--- config.mk ---
export PLATFORM = sky130hd
export DESIGN_NAME = rd16_share_arb
export DESIGN_NICKNAME = d
export VERILOG_FILES = /design/src/rtl/rd16_pkg.sv /design/src/rtl/rr_arb.sv /design/src/rtl/rd16_share_arb.sv
export SDC_FILE = /design/constraint.sdc
export NUM_CORES = 1
export LEC_CHECK = 0
export ABC_AREA = 1
export BUFFER_PORTS_ARGS = -buffer_cell sky130_fd_sc_hd__buf_2
export CAP_MARGIN = 0
export CORE_MARGIN = 1
export CORE_UTILIZATION = 39
export DETAILED_ROUTE_END_ITERATION = 8
export PLACE_DENSITY = 0.83
export RECOVER_POWER = 25
export REMOVE_ABC_BUFFERS = 1
export SETUP_SLACK_MARGIN = 0.3
export SLEW_MARGIN = 20
export SYNTH_ARGS = -nofsm -noshare
export SYNTH_HDL_FRONTEND = slang
export SYNTH_SLANG_ARGS = --single-unit
export TNS_END_PERCENT = 1
--- constraint.sdc ---
create_clock -name clk -period 1.87 [get_ports clk]
set_clock_uncertainty 0.15 [all_clocks]
set_input_delay 0.187 -clock clk [delete_from_list [all_inputs] [get_ports clk]]
set_output_delay 0.187 -clock clk [all_outputs]
set_load 0.02 [all_outputs]
--- src/rtl/rd16_pkg.sv ---
// Shared definitions for the rd16 adder-sharing arbiter.
// Latency: n/a (types and constants only).
// Backpressure: n/a.
package rd16_pkg;

    localparam int W = 16;

    typedef enum logic [1:0] {
        IDLE = 2'd0,
        CALC = 2'd1,
        RESP = 2'd2
    } state_t;

    function automatic int clog2(input int n);
        int r;
        r = 0;
        for (int i = 0; i < 31; i++) begin
            if ((1 << i) < n) r = i + 1;
        end
        return r;
    endfunction

endpackage

--- src/rtl/rr_arb.sv ---
// Combinational round-robin picker: first valid requester at or after rr_ptr.
// Latency: zero cycles, purely combinational.
// Backpressure: none; the caller decides whether the grant is consumed.
module rr_arb
    import rd16_pkg::*;
#(
    parameter int NREQ = 4,
    parameter int IDW  = 2
) (
    input  logic [NREQ-1:0] req_valid,
    input  logic [IDW-1:0]  rr_ptr,
    output logic [NREQ-1:0] grant,
    output logic [IDW-1:0]  grant_idx,
    output logic            grant_vld
);

    localparam int CW = IDW + 1;

    logic [CW-1:0] cand;

    // The wider candidate index lets rr_ptr+k wrap at NREQ even when NREQ is not a power of two.
    always_comb begin
        grant_idx = '0;
        grant_vld = 1'b0;
        cand      = '0;
        for (int k = 0; k < NREQ; k++) begin
            cand = {1'b0, rr_ptr} + CW'(k);
            if (cand >= CW'(NREQ)) cand = cand - CW'(NREQ);
            if (!grant_vld && req_valid[cand[IDW-1:0]]) begin
                grant_vld = 1'b1;
                grant_idx = cand[IDW-1:0];
            end
        end
        grant = '0;
        if (grant_vld) grant[grant_idx] = 1'b1;
    end

endmodule

--- src/rtl/rd16_share_arb.sv ---
// Time-shares one external 16-bit adder between NREQ round-robin requesters.
// Latency: accept edge -> CALC, next edge -> rsp_valid; one op per 2 cycles sustained.
// Backpressure: response held while rsp_ready=0; no new request accepted until it drains.
module rd16_share_arb
    import rd16_pkg::*;
#(
    parameter int  NREQ = 4,
    localparam int IDW  = clog2(NREQ)
) (
    input  logic                clk,
    input  logic                rst_n,
    input  logic [NREQ-1:0]     req_valid,
    output logic [NREQ-1:0]     req_ready,
    input  logic [NREQ*W-1:0]   req_a,
    input  logic [NREQ*W-1:0]   req_b,
    output logic [W-1:0]        add_a,
    output logic [W-1:0]        add_b,
    input  logic [W-1:0]        add_sum,
    input  logic                add_carry,
    output logic                rsp_valid,
    input  logic                rsp_ready,
    output logic [W-1:0]        rsp_sum,
    output logic                rsp_carry,
    output logic [IDW-1:0]      rsp_id,
    output logic                busy,
    output logic [15:0]         op_count
);

    state_t          state_q, state_d;
    logic [IDW-1:0]  rr_ptr_q, rr_ptr_d;
    logic [W-1:0]    op_a_q, op_a_d;
    logic [W-1:0]    op_b_q, op_b_d;
    logic [IDW-1:0]  op_id_q, op_id_d;
    logic            rsp_valid_q, rsp_valid_d;
    logic [W-1:0]    rsp_sum_q, rsp_sum_d;
    logic            rsp_carry_q, rsp_carry_d;
    logic [IDW-1:0]  rsp_id_q, rsp_id_d;
    logic [15:0]     op_count_q, op_count_d;

    logic [NREQ-1:0] grant;
    logic [IDW-1:0]  grant_idx;
    logic            grant_vld;
    logic            can_accept;
    logic            accept;

    rr_arb #(
        .NREQ (NREQ),
        .IDW  (IDW)
    ) u_rr_arb (
        .req_valid (req_valid),
        .rr_ptr    (rr_ptr_q),
        .grant     (grant),
        .grant_idx (grant_idx),
        .grant_vld (grant_vld)
    );

    always_comb begin
        state_d     = state_q;
        rr_ptr_d    = rr_ptr_q;
        op_a_d      = op_a_q;
        op_b_d      = op_b_q;
        op_id_d     = op_id_q;
        rsp_valid_d = rsp_valid_q;
        rsp_sum_d   = rsp_sum_q;
        rsp_carry_d = rsp_carry_q;
        rsp_id_d    = rsp_id_q;
        op_count_d  = op_count_q;
        can_accept  = 1'b0;

        case (state_q)
            CALC: begin
                rsp_sum_d   = add_sum;
                rsp_carry_d = add_carry;
                rsp_id_d    = op_id_q;
                rsp_valid_d = 1'b1;
                state_d     = RESP;
            end
            RESP: begin
                if (rsp_ready) begin
                    rsp_valid_d = 1'b0;
                    op_count_d  = op_count_q + 16'd1;
                    can_accept  = 1'b1;
                    state_d     = IDLE;
                end
            end
            // IDLE, and the unused encoding recovers as IDLE.
            default: begin
                can_accept = 1'b1;
                state_d    = IDLE;
            end
        endcase

        accept = can_accept && grant_vld;
        if (accept) begin
            op_a_d   = req_a[int'(grant_idx)*W +: W];
            op_b_d   = req_b[int'(grant_idx)*W +: W];
            op_id_d  = grant_idx;
            rr_ptr_d = (grant_idx == IDW'(NREQ-1)) ? '0 : grant_idx + 1'b1;
            state_d  = CALC;
        end
    end

    always_ff @(posedge clk or negedge rst_n) begin
        if (!rst_n) begin
            state_q     <= IDLE;
            rr_ptr_q    <= '0;
            op_a_q      <= '0;
            op_b_q      <= '0;
            op_id_q     <= '0;
            rsp_valid_q <= 1'b0;
            rsp_sum_q   <= '0;
            rsp_carry_q <= 1'b0;
            rsp_id_q    <= '0;
            op_count_q  <= '0;
        end else begin
            state_q     <= state_d;
            rr_ptr_q    <= rr_ptr_d;
            op_a_q      <= op_a_d;
            op_b_q      <= op_b_d;
            op_id_q     <= op_id_d;
            rsp_valid_q <= rsp_valid_d;
            rsp_sum_q   <= rsp_sum_d;
            rsp_carry_q <= rsp_carry_d;
            rsp_id_q    <= rsp_id_d;
            op_count_q  <= op_count_d;
        end
    end

    // Ready is held low while reset is asserted, even though the state already reads IDLE.
    assign req_ready = (accept && rst_n) ? grant : '0;
    assign add_a     = op_a_q;
    assign add_b     = op_b_q;
    assign rsp_valid = rsp_valid_q;
    assign rsp_sum   = rsp_sum_q;
    assign rsp_carry = rsp_carry_q;
    assign rsp_id    = rsp_id_q;
    assign op_count  = op_count_q;
    assign busy      = (state_q == CALC) || (state_q == RESP);

endmodule

==> results of run 1 <==
[per-layer routing]
layer  global-route usage (%)  vias up  routed length [um]
li1                         -     2446                   -
met1                     27.2     2287                5680
met2                     42.7      198                7080
met3                     5.71       22                 926
met4                     7.29        2                 187
met5                        0        -                   8
[cell type report]
| type | instances | area share (%) |
|---|---|---|
| multi-input combinational | 429 | 36.3 |
| timing repair buffer | 284 | 25.0 |
| sequential | 74 | 27.8 |
| tap | 143 | 2.68 |
| inverter | 58 | 3.38 |
| clock buffer | 9 | 3.38 |
| clock inverter | 7 | 1.50 |
[kinds of logic (layout without fill, tap and decap cells)]
family | after synthesis | after routing | synth area share, %
buffers and inverters | 95 | 358 | 10.1
AO/OA/AOI/OAI | 9 | 9 | 1.04
flip-flops | 74 | 74 | 40.4
multiplexers | 19 | 19 | 4.67
XOR/XNOR | 15 | 15 | 2.87
adder cells (fa/ha/maj) | 5 | 5 | 1.37
AND/OR/NAND/NOR | 381 | 381 | 39.6
[worst max-delay path by stage]
stage                     depth (start not counted)      endpoint  slack (ns)               startpoint
after global placement                           13  req_ready[3]       -0.30  rr_ptr_q[0]$_DFFE_PN0P_
after detailed placement                         14  req_ready[3]       -0.37  rr_ptr_q[0]$_DFFE_PN0P_
final                                            13  req_ready[3]       -0.57  rr_ptr_q[0]$_DFFE_PN0P_
after global routing                             14  req_ready[2]       -0.70  rr_ptr_q[0]$_DFFE_PN0P_
after floorplan                                  11  req_ready[3]       -1.97  rr_ptr_q[0]$_DFFE_PN0P_
after CTS                                        14  req_ready[2]       -0.54  rr_ptr_q[0]$_DFFE_PN0P_
[placed cells by master (no fill, tap or decap), drive strengths merged]
cell type      n
o21a           1
bufinv         2
nand2        184
nand3        140
xor2          12
o21ai          5
nor2          17
clkbuf        53
xnor2          3
or2            1
nand4          1
a21oi          3
nor3b          2
clkinv         3
ha             5
dfrtp         74
dlygate4sd3   18
buf          222
mux2          19
nor3           3
nand3b        33
inv           60
[timing repair]
action / 4_1_cts / 5_1_grt
hold endpoints to repair: 85 / 0
endpoints found under the setup margin: 52 / 146
hold buffers: 18 / 0
resized for setup: 47 / 13
buffers inserted: 5 / 0
pin swaps: 25 / 6
[worst min-delay path: stages]
cell and delay (ns):
buf_2 0.07, nand2_1 0.04, nand2_1 0.05, nand3_1 0.05, nand3_1 0.06
[registers in the layout, indices dropped and copies added, names as in the netlist]
| signal | flops |
|---|---|
| rsp_id | 2 |
| rsp_valid | 1 |
| op_id_q | 2 |
| rr_ptr_q | 2 |
| state_q | 2 |
| add_a | 16 |
| rsp_carry | 1 |
| rsp_sum | 16 |
| op_count | 16 |
| add_b | 16 |
[through the flow]
step / cell area (sq um) / power, W
after floorplan: 4340 / 0.00846
after global placement: 5970 / 0.0117
after detailed placement: 5970 / 0.0119
after CTS: 6670 / 0.0144
after global routing: 6660 / 0.0156
final: 6660 / 0.0143
[where the power goes]
part | leakage [nW] | internal [W] | switching (W) | total [W]
Sequential | 0.906 | 0.00236 | 0.000423 | 0.00279
Clock | 0.160 | 0.00118 | 0.000710 | 0.00189
Combinational | 2.52 | 0.00368 | 0.00597 | 0.00965
==> results.txt, run 1 <==
Worst R2R Start: rr_ptr_q[0]$_DFFE_PN0P_
FMAX: 409 MHz
worst reg2reg setup slack: -0.41 ns
area grow syn2layout: 45.4%
Tmin final: 2.44 ns
Critical Path RT: 1.53 ns
Root Driver: clkbuf_16
dpl cells: 965
CTS sink cnt: 74
R2R depth: 14
Post-synth EDFFs: 0
Worst-Margin Slew: 0.678 ns
CP Launch Type: register
H-tree levels: 3
Routed WL: 13.9 mm
pwr dens: 2150 nW/um^2
mapped cell area: 4580 sq um
Initial Util: 40.1%
ratio of cells with drive above 1 in the final layout: 35.9%
register area: 1850 sq um
commonest cells in the netlist: nand2_1 (178), nand3_1 (138), dfrtp_1 (74)
WHS: 0.0124 ns
hold_sp: req_a[15]
Final Instance Count excl. Fillers: 1004
Synthesis Warnings: 0
biggest area consumer among synthesized cells: dfrtp_1
TritonRoute pass-1 iters: 6
core footprint: 11400 sq um
CP Capture Type: output pin
Die X: 110 um
largest net degree at the start of global routing: 75
WL/cell: 13.8 um
GRT Residual Overflow: 0
Post-Synthesis Cells: 598
critical-path cell list: inv_4 -> nand2_1 -> nand2_2 -> nand2_1 -> o21ai_1 -> nand3_2 -> nand2_2 -> nand2_4 -> inv_4 -> ha_4 -> inv_1 -> nor2_1 -> buf_4
row cnt: 39
failing checks: setup timing
DR vias: 4955
CTS tree: yes
crit-path max FO: 9
CP top delay family: simple AND/OR/NAND/NOR gates
io pins: 225
NumNets Final: 1013
I/O Buffers: 224
die height: 110 um
Yosys top cell area share: 40.4%
Detailed Route Iter0 Violations: 288
multi-input logic area: 2420 sq um
Seq cells post-synth: 74
Setup Viol. Count Final: 40
final setup margin: -0.573 ns
Setup TNS: -14.24 ns
first-pass GRT wire length: 23.2 mm
Final Hold Viols: 0
HP Class: in -> reg
arrival time at the worst endpoint: 2.11 ns
P_leak: 3.59 nW
Synth cell types: 29
critical path type: reg -> out
Worst path slowest cell: dfrtp_2
average vias per placed instance: 4.94
# diodes: 0
Seq/Total Area, Yosys: 40.4%
Peak supply drop: 1.64 mV
total CTS buffers: 9
worst slack, placed: -0.370 ns
vias in the first global route: 4918
layout filler cell count: 1057
count leader, synth: nand2_1
Async SR Flop Fraction: 100%
CP Buf/Inv Count: 4
Worst Hold Depth: 5
clock tree buffer depth: 2
unrepaired setup endpoints after global routing: true
mean post-synth cell area: 7.66 sq um
Tot GR Track Use: 23.6%
Worst Hold End: add_a[15]$_DFFE_PN0P_
Die Area: 12200 sq um
Max transition margin: 54.8%
hpwl dp: 9.76 mm
Final period util: 131%
max-cap violations: 0
clock slew at the register clock pins of the worst setup and hold paths: 0.06 ns
antenna violations before repair: 1
DRC violations left: 0
status: finished with violations
final core occ: 58.4%
RR Endpoint: add_a[3]$_DFFE_PN0P_
post-route ant nets: 0
Slew Limit Fails: 0
Synth area leaders: dfrtp_1 (40%), nand3_1 (15%), nand2_1 (15%), nand3b_1 (5.2%), mux2_2 (4.7%)
slowest stage delay, CP: 0.47 ns
Most used DFF post-synth: dfrtp_1
clock latency on the worst-skew pair: 0.33 ns
routability cong.: 0.868
Power figures use the tool's default switching activity.
==> inputs of run 2 (changes only) <==
--- a/config.mk
+++ b/config.mk
@@ -11,10 +11,11 @@
 export CORE_MARGIN = 1
 export CORE_UTILIZATION = 39
 export DETAILED_ROUTE_END_ITERATION = 8
-export PLACE_DENSITY = 0.83
+export PLACE_DENSITY_LB_ADDON = 0.2
 export RECOVER_POWER = 25
 export REMOVE_ABC_BUFFERS = 1
 export SETUP_SLACK_MARGIN = 0.3
+export SKIP_CTS_REPAIR_TIMING = 1
 export SLEW_MARGIN = 20
 export SYNTH_ARGS = -nofsm -noshare
 export SYNTH_HDL_FRONTEND = slang
==> constraint.sdc (replaced) <==
create_clock -name clk -period 2.09 [get_ports clk]
set_clock_uncertainty 0.15 [all_clocks]
set_input_delay 0.209 -clock clk [delete_from_list [all_inputs] [get_ports clk]]
set_output_delay 0.209 -clock clk [all_outputs]
set_load 0.02 [all_outputs]
==> results.txt, run 2 (same netlist as run 1, synthesis figures left out) <==
area grow syn2layout: 45.6%
arrival time at the worst endpoint: 2.16 ns (+0.05 ns)
row cnt: 39 (unchanged)
Detailed Route Iter0 Violations: 283 (-1.7%)
Initial Util: 40.1% (unchanged)
Worst R2R Start: rr_ptr_q[0]$_DFFE_PN0P_
# diodes: 0 (unchanged)
Max transition margin: 31.8% (-23 points)
crit path launch: rr_ptr_q[0]$_DFFE_PN0P_
Routed WL: 13.7 mm (-1.4%)
Critical Path RT: 1.73 ns (+0.20 ns)
clock latency on the worst-skew pair: 0.33 ns (about the same)
clock slew at the register clock pins of the worst setup and hold paths: 0.06 ns (about the same)
CP Launch Type: register
TritonRoute pass-1 iters: 4 (-2)
crit-path max FO: 6 (-3)
final setup margin: -0.426 ns (+0.147 ns)
HP Class: in -> reg
Final period util: 120%
NumNets Final: 1010 (-0.30%)
CP Capture Type: output pin
Worst-Margin Slew: 1.02 ns (+0.345 ns)
pwr dens: 1890 nW/um^2 (-12%)
CTS sink cnt: 74 (unchanged)
GRT Residual Overflow: 0 (unchanged)
io pins: 225 (unchanged)
ratio of cells with drive above 1 in the final layout: 41.3% (+5.4 points)
largest net degree at the start of global routing: 75 (unchanged)
critical-path cell list: buf_6 -> nand2_2 -> nand2_2 -> nand2_2 -> nand2_2 -> nor2_4 -> nand3_2 -> nand2_2 -> nand2_4 -> inv_2 -> ha_4 -> inv_1 -> nor2_1 -> buf_4
I/O Buffers: 224 (unchanged)
CP most frequent cell: nand2_2
Worst Hold Depth: 5 (unchanged)
DRC violations left: 0 (unchanged)
hpwl dp: 9.70 mm (-0.56%)
routability cong.: 0.915 (+5.4%)
Critical Path Sink: req_ready[3]
first-pass GRT wire length: 21.6 mm (-6.9%)
unrepaired setup endpoints after global routing: true
Tmin final: 2.52 ns
post-route ant nets: 0 (unchanged)
Peak supply drop: 1.15 mV (-30%)
dpl cell area: 5920 sq um (-0.84%)
Die X: 110 um (unchanged)
total CTS buffers: 9 (unchanged)
Tot GR Track Use: 21.7% (-1.9 points)
Setup TNS: -3.90 ns (+10.34 ns)
P_leak: 3.70 nW (+3.2%)
slowest stage delay, CP: 0.46 ns (about the same)
Final Hold Viols: 0 (unchanged)
most frequent cells in the layout: buf_2 (219), nand2_1 (165), nand3_1 (134)
CTS tree: yes
clock tree buffer depth: 2 (unchanged)
H-tree levels: 3 (unchanged)
Setup Viol. Count Final: 38 (-5.0%)
WL/cell: 13.7 um (-1.1%)
status: finished with violations
RR Endpoint: add_b[4]$_DFFE_PN0P_
vias in the first global route: 4566 (-7.2%)
DR vias: 4892 (-1.3%)
average vias per placed instance: 4.89 (-0.98%)
R2R depth: 13 (-1)
critical path type: reg -> out
cell area after layout: 6670 sq um (+0.11%)
WHS: 0.0396 ns (+0.0272 ns)
failing checks: setup timing
most common cell after layout, fill and taps aside: buf_2
core footprint: 11400 sq um (unchanged)
Die Area: 12200 sq um (unchanged)
FMAX: 397 MHz
worst reg2reg setup slack: -0.12 ns (+0.29 ns)
Worst path slowest cell: dfrtp_2
Root Driver: clkbuf_16
layout filler cell count: 1013 (-4.2%)
Slew Limit Fails: 0 (unchanged)
die height: 110 um (unchanged)
max-cap violations: 0 (unchanged)
antenna violations before repair: 0 (-1)
-- run 2: cell count changes in the layout (fill, tap and decap cells not counted), sizes merged --
cell	previous run	this run
clkbuf	53	10
buf	222	262
bufinv	2	1
clkinv	3	4
clkinvlp	0	1
inv	60	59
-- run 2: how the worst min path moves through the flow --
stage / start / end / slack (ns)
final: req_a[2] / add_a[2]$_DFFE_PN0P_ / 0.04
after global routing: req_b[8] / add_b[8]$_DFFE_PN0P_ / 0.05
after CTS: rst_n / op_count[2]$_DFFE_PN0P_ / -0.20
after detailed placement: rst_n / op_count[2]$_DFFE_PN0P_ / 0.16
after global placement: rst_n / op_count[2]$_DFFE_PN0P_ / 0.15
after floorplan: rst_n / add_a[0]$_DFFE_PN0P_ / -0.24
-- run 2: power by group --
part	internal [W]	switching [W]
Combinational	0.00327	0.00531
Clock	0.000932	0.000631
Sequential	0.00212	0.000375
Total	0.00632	0.00631
-- run 2: stage by stage --
step	power, W	std cells	utilization [%]	worst slack [ns]
3_5_place_dp	0.0105	960	51.9	-0.145
2_1_floorplan	0.00757	561	-	-1.77
5_1_grt	0.0137	1001	58.4	-0.584
4_1_cts	0.0121	976	54.5	-0.531
3_3_place_gp	0.0103	960	51.9	-0.0493
6_report	0.0126	1001	58.4	-0.426
-- run 2: routing by layer --
layer / global-route usage, % / routed length, um / vias up
met3: 5.27 / 892 / 16
met2: 36.7 / 6610 / 197
met1: 27.3 / 5960 / 2240
met4: 6.22 / 224 / 0
li1: - / - / 2439
met5: 0 / 0 / -
-- run 2: final cells by class --
type	count	area [sq um]	share of cell area (%)
tap	143	179	2.68
inverter	58	223	3.34
timing repair buffer	281	1660	24.9
sequential	74	1850	27.8
clock buffer	9	225	3.38
multi-input combinational	429	2450	36.7
clock inverter	7	77.6	1.16
-- run 2: critical path: cells and delay by family (launching register included) --
kind,cells,cell delay (ns)
simple gates,9,0.80
flops,1,0.46
buf+inv,4,0.43
fa+ha+maj,1,0.12
